--- config.mk ---
export PLATFORM = sky130hd
export DESIGN_NAME = fetch_unit
export DESIGN_NICKNAME = d
export VERILOG_FILES = /design/src/rtl/fetch_unit.sv
export SDC_FILE = /design/constraint.sdc
export NUM_CORES = 1
export LEC_CHECK = 0
export ABC_AREA = 1
export CAP_MARGIN = 10
export CORE_AREA = 2 2 188 190
export DETAILED_ROUTE_END_ITERATION = 16
export DIE_AREA = 0 0 190 192
export GPL_ROUTABILITY_DRIVEN = 0
export PLACE_DENSITY = 0.59
export SYNTH_ARGS = -nofsm -noshare
export SYNTH_HDL_FRONTEND = slang
export SYNTH_SLANG_ARGS = --single-unit
--- constraint.sdc ---
create_clock -name clk -period 6.8 [get_ports clk]
set_input_delay 0.68 -clock clk [delete_from_list [all_inputs] [get_ports clk]]
set_output_delay 0.68 -clock clk [all_outputs]
set_load 0.05 [all_outputs]
--- src/rtl/fetch_unit.sv ---
// -----------------------------------------------------------------------------
// fetch_unit
//   Instruction fetch front end. It issues one instruction-memory request at a
//   time from the current PC and advances the PC by 4 on each accepted request.
//   Each returned instruction is tagged with its PC and pushed into a circular
//   fetch queue that decode drains. A redirect reloads the PC, flushes the
//   queue, and discards the in-flight response if one is outstanding.
//
// Ports
//   clk, rst          clock; asynchronous active-high reset
//   pc_out            current PC from program_counter
//   pc_write_en/pc_in PC update strobe and next PC to program_counter
//   imem_req_*        request channel (valid/ready/addr)
//   imem_resp_*       response channel (single-cycle valid pulse, data)
//   redirect_*        branch/exception redirect strobe and target
//   fq_out_*          queue head to decode (valid/pc/instr, ready pops)
// -----------------------------------------------------------------------------
module fetch_unit #(
  parameter int FQ_DEPTH = 4   // power of two, 2..16
) (
  input  logic        clk,
  input  logic        rst,
  input  logic [31:0] pc_out,
  output logic        pc_write_en,
  output logic [31:0] pc_in,
  output logic        imem_req_valid,
  input  logic        imem_req_ready,
  output logic [31:0] imem_req_addr,
  input  logic        imem_resp_valid,
  input  logic [31:0] imem_resp_data,
  input  logic        redirect_valid,
  input  logic [31:0] redirect_pc,
  output logic        fq_out_valid,
  output logic [31:0] fq_out_pc,
  output logic [31:0] fq_out_instr,
  input  logic        fq_out_ready
);

  localparam int PW = $clog2(FQ_DEPTH);
  localparam int CW = PW + 1;

  typedef struct packed {
    logic [31:0] pc;
    logic [31:0] instr;
  } fq_entry_t;

  // REQ: may issue; WAIT: one request outstanding; DROP: outstanding
  // response belongs to a squashed fetch and must be thrown away.
  typedef enum logic [1:0] {REQ, WAIT, DROP} state_t;

  state_t          state, state_nxt;
  logic [CW-1:0]   count;
  logic [PW-1:0]   head, tail;
  logic [31:0]     req_pc;
  fq_entry_t       mem [FQ_DEPTH];
  fq_entry_t       hd;

  logic full, hs, push, pop;

  // ---------------------------------------------------------------------------
  // Datapath strobes
  // ---------------------------------------------------------------------------
  always_comb begin
    full           = (count == CW'(FQ_DEPTH));
    // Issue gate on !full is what keeps the queue from overflowing: at most
    // one response can be in flight, and it was only requested with room left.
    imem_req_valid = !rst && (state == REQ) && !full && !redirect_valid;
    imem_req_addr  = pc_out;
    hs             = imem_req_valid && imem_req_ready;
    // A same-cycle redirect squashes the response instead of pushing it.
    push           = (state == WAIT) && imem_resp_valid && !redirect_valid;
    fq_out_valid   = !rst && (count != '0);
    pop            = fq_out_valid && fq_out_ready;
    pc_write_en    = !rst && (redirect_valid || hs);
    pc_in          = redirect_valid ? redirect_pc : pc_out + 32'd4;
    hd             = mem[head];
    fq_out_pc      = hd.pc;
    fq_out_instr   = hd.instr;
  end

  // ---------------------------------------------------------------------------
  // FSM
  // ---------------------------------------------------------------------------
  always_comb begin
    state_nxt = state;
    case (state)
      REQ:  if (hs) state_nxt = WAIT;
      WAIT: begin
        if (imem_resp_valid)     state_nxt = REQ;   // pushed, or squashed by redirect
        else if (redirect_valid) state_nxt = DROP;
      end
      // The stale response ends DROP even if another redirect lands with it;
      // nothing else is outstanding, so waiting longer would stall fetch.
      DROP: if (imem_resp_valid) state_nxt = REQ;
      default: state_nxt = REQ;
    endcase
  end

  always_ff @(posedge clk or posedge rst) begin
    if (rst) begin
      state  <= REQ;
      count  <= '0;
      head   <= '0;
      tail   <= '0;
      req_pc <= '0;
    end else begin
      state <= state_nxt;
      if (hs) req_pc <= pc_out;
      if (redirect_valid) begin
        // Flush wins over any same-cycle push or pop.
        count <= '0;
        head  <= '0;
        tail  <= '0;
      end else begin
        if (push) tail <= tail + PW'(1);
        if (pop)  head <= head + PW'(1);
        case ({push, pop})
          2'b10:   count <= count + CW'(1);
          2'b01:   count <= count - CW'(1);
          default: count <= count;
        endcase
      end
    end
  end

  // Queue storage needs no reset; entries are only read while counted valid.
  always_ff @(posedge clk) begin
    if (push) mem[tail] <= '{pc: req_pc, instr: imem_resp_data};
  end

endmodule

=== Word-level counts from Yosys, hierarchy flattened ===
Memory sizes are Yosys's and may differ from the RTL's.
Index checks and enable logic that the tools add are counted.

* Bits of input ports: 102
* Memories: 1
* Bits in writable memories: 256
* Flip-flop bits (word level): 41
* Output and inout port bits: 131
* Word-level logic and storage cells: 52

{| class="wikitable"
|+ Memory list
! memory !! depth !! width !! read ports !! clocked after Yosys merged registers in !! write ports !! RTL line !! RTL
|-
| mem || 4 || 64 || 1 || 0 || 1 || 55 || <nowiki>fq_entry_t mem [FQ_DEPTH];</nowiki>
|}

* Reductions and logical operators: 19
* Mux-type cells: 14
* Equal/unequal tests: 8
* Add/subtract/negate cells: 5

{| class="wikitable"
|+ Operator list
! operator !! number
|-
| adder 32 x 3 -> 32 bit, second input constant || 1
|-
| two-way mux 32 bit || 1
|-
| two-way mux 2 bit || 8
|-
| logical AND 1 bit || 9
|-
| case mux 2 bit (3 select lines) || 1
|-
| case mux 3 bit (2 select lines) || 1
|-
| nonzero test 3 bit || 2
|-
| adder 2 x 1 -> 2 bit, second input constant || 2
|-
| == test 2 x 1 -> 1 bit, second input constant || 2
|-
| == test 2 bit, second input constant || 2
|-
| inequality test 2 bit, second input constant || 2
|-
| nonzero test 2 bit || 2
|-
| adder 3 x 1 -> 3 bit, second input constant || 1
|-
| == test 3 bit, second input constant || 1
|-
| logical NOT 1 bit || 3
|-
| two-way mux 3 bit || 1
|-
| inequality test 3 bit, second input constant || 1
|-
| AND reduction 3 bit || 1
|-
| subtractor 3 x 1 -> 3 bit, second input constant || 1
|-
| logical NOT 2 bit || 1
|-
| two-way mux 1 bit || 2
|-
| logical OR 1 bit || 1
|}

=== Longest topological paths before layout ===
Gate-level depths: netlist (run 1).

* Depth in word-level cells: 7
* Mapped depth: 11

=== Worst setup path after synthesis (run 1) ===
OpenSTA, ideal clock, no wires.

* Path kind: in2reg
* Start: input redirect_valid
* End: memory mem[0][0] in the netlist's numbering (enable)
* Arrival time: 3.621 ns
* Stages: 3
* Slack: 2.693 ns
* Path buffers: 0
* Cell sequence: inv_2 nand4_2 nor2_1

* Longest elaborated chain between the ends: 4

{| class="wikitable"
|+ Ends and longest elaborated chain
! what !! RTL line !! RTL
|-
| from (decl) || 31 || <nowiki>input logic redirect_valid,</nowiki>
|-
| logical NOT 1 bit || 71 || <nowiki>push = (state == WAIT) && imem_resp_valid && !redirect_valid;</nowiki>
|-
| logical AND 1 bit || 71 ||
|-
| two-way mux 1 bit || 128 || <nowiki>if (push) mem[tail] <= '{pc: req_pc, instr: imem_resp_data};</nowiki>
|-
| two-way mux 1 bit (implied by the code) || 128 ||
|-
| to (decl) || 55 ||
|}

No other way between the ends.

=== Worst setup path in the final report (run 1) ===
* Start: register head[0]
* End: output fq_out_pc[12]

* Longest elaborated chain between the ends: 1

{| class="wikitable"
|+ Ends and longest elaborated chain
! what !! RTL line !! RTL
|-
| from (decl) || 53 || <nowiki>logic [PW-1:0] head, tail;</nowiki>
|-
| from (signal assigned) || 116 || <nowiki>if (pop) head <= head + PW'(1);</nowiki>
|-
| memory (4 x 64 bit) || n/a ||
|-
| to (decl) || 34 || <nowiki>output logic [31:0] fq_out_pc,</nowiki>
|}

No other way between the ends.

==> metrics.md, run 1 <==
| Metric | Value |
|---|---|
| Yosys warns | `0` |
| Hold crit path type | `flip-flop to flip-flop` |
| CTS tree | `built` |
| Vias per cell | `4.97` |
| Synth Instances | `1142` |
| Final critical-path required period | `4.41 ns` |
| Initial antenna violation count | `0` |
| Area of the multi-input gates | `3250 um2` |
| CP endpoint kind | `output pin` |
| WP data required | `6.12 ns` |
| Pwr Density | `261 nW/um2` |
| Largest net degree at the start of global routing | `99` |
| P_sw | `0.00102 W` |
| Core area | `34300 um2` |
| Layout cells sized above 1 | `0.0560` |
| Drc violations | `0` |
| # diodes | `0` |
| Status | `complete, no violations` |
| Combinational share of power | `0.105` |
| Postcts setup bufs | `0` |
| Final TNS setup | `0 ns` |
| Worst-path clk slew | `0.06 ns` |
| Final Setup Violations | `0` |
| Worst-margin pin slew | `1.02 ns` |
| Total gr overflow | `0` |
| Max_cap viols | `0` |
| CTS Sinks | `297` |
| Routed vias | `9008` |
| Die Ht | `192 um` |
| Mean Syn Cell Area | `11.0 um2` |
| Post-synth ARST share | `0.138` |
| Clock Skew | `0.0137 ns` |
| Switching part of the total | `0.240` |
| Final hold violation count | `0` |
| Die area | `36500 um2` |
| Wire per inst | `17.8 um` |
| DR pass1 iterations | `5` |
| Worst Path Max Fanout | `70` |
| Leak pwr | `5.87 nW` |
| #FFs+latches synth | `297` |
| Dpl cell area | `15100 um2` |
| Yosys cell types | `26` |
| Fin nets | `1440` |
| Initial core utilization | `0.367` |
| Die Width | `190 um` |
| Vias in the first global route | `8793` |
| Number of synthesized flops with an enable pin | `256` |
| Sequential share of power | `0.505` |
| Area delta synth->final | `28.2%` |
| Routed WL | `32300 um` |
| H-Tree Depth | `1` |
| P_int | `0.00321 W` |
| Filler instances | `3117` |
| WS Path Type | `flip-flop to output pin` |
| IO Pins | `233` |
| DRT iter0 DRCs | `472` |
| FF/Latch Area | `8720 um2` |
| Final HPWL DP | `20800 um` |
| GR Util All Layers | `0.173` |
| RSZ-0062 raised after global routing | `no` |
| Element type at the critical path start | `flip-flop` |
| CTS resizes | `0` |
| Peak supply drop | `0.159 mV` |
| Hold buffer count at CTS | `0` |
| PortBufs | `232` |
| Site row count | `68` |
| Worst relative slew slack | `0.318` |
| Fmax | `0.227 GHz` |
| Post-Layout Inst Area | `16200 um2` |
| Yosys top cell area share | `0.610` |
| Crit share post-route | `0.648` |
| Synth cell count leaders | `edfxtp_1 (256), nand2_1 (227), nor2_1 (194)` |
| Total CTS buffers | `30` |
| Slew Viols, Final | `0` |
| Critical path arrival | `3.73 ns` |
| Largest cells by area after synthesis | `edfxtp_1 (61%), dfrtp_1 (8.1%), nand2_1 (6.8%)` |
| First-pass GRT wire length | `48800 um` |
| Clock Latency Late Sink | `0.55 ns` |
| Final antenna-violating net count | `0` |
| Syn Nets | `1250` |
| Most common cell in the netlist | `edfxtp_1` |
| Synthesized cell area | `12600 um2` |
| CTS root buffer | `clkbuf_16` |
| Main flop type after synthesis | `edfxtp_1` |
| Top cell type by total area after synthesis | `edfxtp_1` |
| Register area share after synthesis | `0.692` |
| Clock share of power | `0.390` |
| Clock buffer depth | `3` |
==> placed cells by master, fill, tap and decap left out, types with 2 or more instances in the layout <==
cell type and n:
clkinv_2 12, nor2_4 4, nand4_1 3, nand3_1 26, edfxtp_1 256, clkinv_1 5
o21ai_0 159, buf_4 13, dfrtp_1 39, inv_2 2, bufinv_16 4, clkbuf_1 2
nor2_1 190, o21ai_1 10, nand2_1 227, inv_1 44, o22ai_1 64, clkdlybuf4s50_1 232
clkbuf_16 31, ha_1 5, a21oi_1 4, clkinvlp_4 3, xor2_1 7, a31oi_1 4
==> cell type report <==
type,instances,area share
Inverter,49,0.0115
Multi-Input combinational cell,709,0.201
Clock inverter,23,0.0138
Sequential cell,297,0.540
Clock buffer,33,0.0485
Tap cell,455,0.0352
Timing Repair Buffer,245,0.150
==> metal layers <==
metal | wire length (um) | vias up | GRT usage
li1 | - | 4335 | -
met1 | 13600 | 4324 | 0.214
met2 | 15800 | 304 | 0.308
met3 | 2220 | 45 | 0.0371
met4 | 667 | 0 | 0.0447
met5 | 0 | - | 0
==> flip-flops by register name, indices dropped and copies added (netlist names) <==
signal	flops
mem	256
tail	2
req_pc	32
state	2
count	3
head	2
==> final timing paths <==
| kind | cells past startpoint | to | start | slack [ns] |
|---|---|---|---|---|
| max in group asynchronous | 3 | head[0] | rst | 5.69 |
| min in group asynchronous | 3 | state[1] | rst | 0.70 |
| setup reg to reg | 4 | mem[2][20] | state[1] | 4.19 |
| setup / recovery | 5 | fq_out_pc[12] | head[0] | 2.39 |
| hold / removal | 0 | mem[2][40] | req_pc[8] | 0.52 |
| hold reg to reg | 0 | mem[2][40] | req_pc[8] | 0.52 |
==> cell families (layout without fill, tap and decap cells) <==
group / count (synthesis) / in the layout / share of synthesized area
simple gates: 453 / 453 / 0.141
xor+xnor: 8 / 8 / 0.00556
flops: 297 / 297 / 0.692
buf+inv: 136 / 350 / 0.0525
compound gates: 242 / 242 / 0.103
fa+ha+maj: 6 / 6 / 0.00655
==> power groups by stage <==
stage / clock [W] / sequential (W) / combinational (W)
2_1_floorplan: 0 / 0.00214 / 0.000270
3_3_place_gp: 0 / 0.00217 / 0.000445
3_5_place_dp: 0 / 0.00217 / 0.000446
4_1_cts: 0.00170 / 0.00213 / 0.000449
5_1_grt: 0.00177 / 0.00214 / 0.000476
6_report: 0.00165 / 0.00213 / 0.000444
==> metrics by stage <==
| step | utilization | hold slack (ns) | instances | setup slack (ns) | power (W) |
|---|---|---|---|---|---|
| finish | 0.471 | 0.520 | 1811 | 2.39 | 0.00422 |
| global route | 0.471 | 0.549 | 1811 | 2.14 | 0.00439 |
| CTS | 0.471 | 0.521 | 1811 | 2.31 | 0.00428 |
| detailed placement | 0.442 | 0.508 | 1755 | 2.63 | 0.00262 |
| global placement | 0.442 | 0.502 | 1755 | 2.68 | 0.00261 |
| floorplan | - | 0.476 | 1142 | 2.69 | 0.00241 |
==> worst max-delay path, cell delays in order, from the launching register on <==
cell	delay, ns
dfrtp_4	0.63
inv_4	0.52
buf_4	0.69
o21ai_0	0.16
o22ai_1	0.26
clkdlybuf4s50_1	0.87
Power figures use the tool's default switching activity.
==> run 2: changes to the inputs <==
Clock period 6.8 ns to 4.3 ns, I/O delays scaled along.
==> metrics.md, run 2 (synthesis results as in run 1) <==
| Metric | Value |
|---|---|
| Status | `complete, no violations` |
| Element type at the critical path start | `flip-flop` |
| CTS Sinks | `297 (unchanged)` |
| # diodes | `0 (unchanged)` |
| Critical R2R Capture | `mem[3][21]` |
| Clock buffer depth | `3 (unchanged)` |
| Clock Latency Late Sink | `0.54 ns (about the same)` |
| Final HPWL DP | `21500 um (+3.5%)` |
| Post-layout util | `0.474 (+0.00317)` |
| Worst slack, placed | `0.811 ns (-1.81 ns)` |
| Final Setup Violations | `0 (unchanged)` |
| Crit share post-route | `0.895` |
| Slew Viols, Final | `0 (unchanged)` |
| Final TNS setup | `0 ns (unchanged)` |
| Path depth of the worst reg2reg path | `4 (unchanged)` |
| Reg-to-reg slack, setup | `2.13 ns (-2.06 ns)` |
| GR Util All Layers | `0.178 (+0.00433)` |
| Core area | `34300 um2 (unchanged)` |
| IO Pins | `233 (unchanged)` |
| RSZ-0062 raised after global routing | `no` |
| Layout cells sized above 1 | `0.0594 (+0.00334)` |
| Fmax | `0.260 GHz` |
| CTS root buffer | `clkbuf_16` |
| Final hold violation count | `0 (unchanged)` |
| WS Path Type | `flip-flop to output pin` |
| Largest net degree at the start of global routing | `79 (-20%)` |
| Worst Path Max Fanout | `78 (+11%)` |
| Postcts setup bufs | `0 (unchanged)` |
| H-Tree Depth | `1 (unchanged)` |
| Tot Pwr | `0.00660 W (+56%)` |
| Worst-path clk slew | `0.06 ns (about the same)` |
| Final WS setup | `0.451 ns (-1.94 ns)` |
| Routed vias | `9020 (+0.13%)` |
| Total gr overflow | `0 (unchanged)` |
| DR pass1 iterations | `5 (unchanged)` |
| Final antenna-violating net count | `0 (unchanged)` |
| Setup crit start | `head[0]` |
| DRT iter0 DRCs | `667 (+41%)` |
| CTS tree | `built` |
| Critical path arrival | `3.42 ns (-0.31 ns)` |
| Initial core utilization | `0.367 (unchanged)` |
| Drc violations | `0 (unchanged)` |
| CP endpoint kind | `output pin` |
| Die Width | `190 um (unchanged)` |
| Reg-to-Reg Start | `state[1]` |
| PortBufs | `232 (unchanged)` |
| Hold buffer count at CTS | `0 (unchanged)` |
| Site row count | `68 (unchanged)` |
| Area delta synth->final | `29.1%` |
| Vias per cell | `4.96 (-0.31%)` |
| Biggest regs | `mem x256, req_pc x32, count x3` |
| Die area | `36500 um2 (unchanged)` |
| Clock Skew | `0.0143 ns (+0.000616 ns)` |
| Leak pwr | `5.93 nW (+0.94%)` |
| Crit path to | `fq_out_pc[21]` |
| First-pass GRT wire length | `50300 um (+3.1%)` |
| Peak supply drop | `0.272 mV (+71%)` |
| Fin nets | `1448 (+0.56%)` |
| Initial antenna violation count | `0 (unchanged)` |
| Most common cell after layout, fill and taps aside | `edfxtp_1` |
| Wire per inst | `18.0 um (+1.3%)` |
| Most flop-heavy register | `mem` |
| WP data required | `3.87 ns (-2.25 ns)` |
| Total CTS buffers | `30 (unchanged)` |
| Vias in the first global route | `9200 (+4.6%)` |
| Die Ht | `192 um (unchanged)` |
| Hold crit path type | `input pin to asynchronous set/reset pin` |
| Worst relative slew slack | `0.475 (+0.157)` |
| Worst-margin pin slew | `0.787 ns (-0.236 ns)` |
| Max_cap viols | `0 (unchanged)` |
| CTS resizes | `0 (unchanged)` |
| Max reg flops | `256 (unchanged)` |
| Final critical-path required period | `3.85 ns` |
| Most frequent cells in the layout | `edfxtp_1 (256), nand2_1 (227), clkdlybuf4s50_1 (226)` |
| Pwr Density | `406 nW/um2 (+55%)` |
| Routed WL | `32800 um (+1.7%)` |
[run 2: area by class of cell]
class | count | area, um2
timing repair buffer | 253 | 2580
clock inverter | 12 | 113
multi-input combinational | 709 | 3250
sequential | 297 | 8720
clock buffer | 44 | 845
tap | 455 | 569
fill | 3143 | 18000
inverter | 49 | 186
[run 2: per-stage QoR]
step | hold slack, ns | cells | area, um2
2_1_floorplan | 0.476 | 1142 | 12600
3_5_place_dp | 0.504 | 1763 | 15300
3_3_place_gp | 0.499 | 1763 | 15300
4_1_cts | 0.488 | 1819 | 16300
5_1_grt | 0.508 | 1819 | 16300
6_report | 0.485 | 1819 | 16300
[run 2: worst min-delay path by stage]
stage,startpoint,slack (ns),to,depth (start not counted)
after floorplan,req_pc[0],0.48,mem[0][32],0
after global placement,req_pc[10],0.50,mem[0][42],0
after detailed placement,req_pc[16],0.50,mem[0][48],0
after CTS,rst,0.49,state[1],3
after global routing,imem_resp_data[6],0.51,mem[2][6],1
final,rst,0.49,tail[1],3
[run 2: power by group]
| part | total (W) | internal (W) | switching [W] |
|---|---|---|---|
| Combinational | 0.000710 | 0.000256 | 0.000454 |
| Clock | 0.00251 | 0.00148 | 0.00103 |
| Sequential | 0.00338 | 0.00327 | 0.000107 |
[run 2: critical path, stage by stage (launching register included)]
cell and delay [ns]:
dfrtp_4 0.77, buf_4 0.68, o21ai_0 0.22, o22ai_1 0.32
clkdlybuf4s50_1 0.86
[run 2: metal layers]
layer  vias to the layer above  track usage  routed length, um
met5                         -            0                  0
met4                         0       0.0498                756
met3                        49       0.0311               2160
met2                       321        0.314              15900
met1                      4288        0.224              14000
li1                       4362            -                  -
==> run 3: changes to the inputs <==
Settings changed: SLEW_MARGIN set to 20.
==> results of run 3 <==
Same layout as run 2: the final DEF is identical, and so are final timing and power.
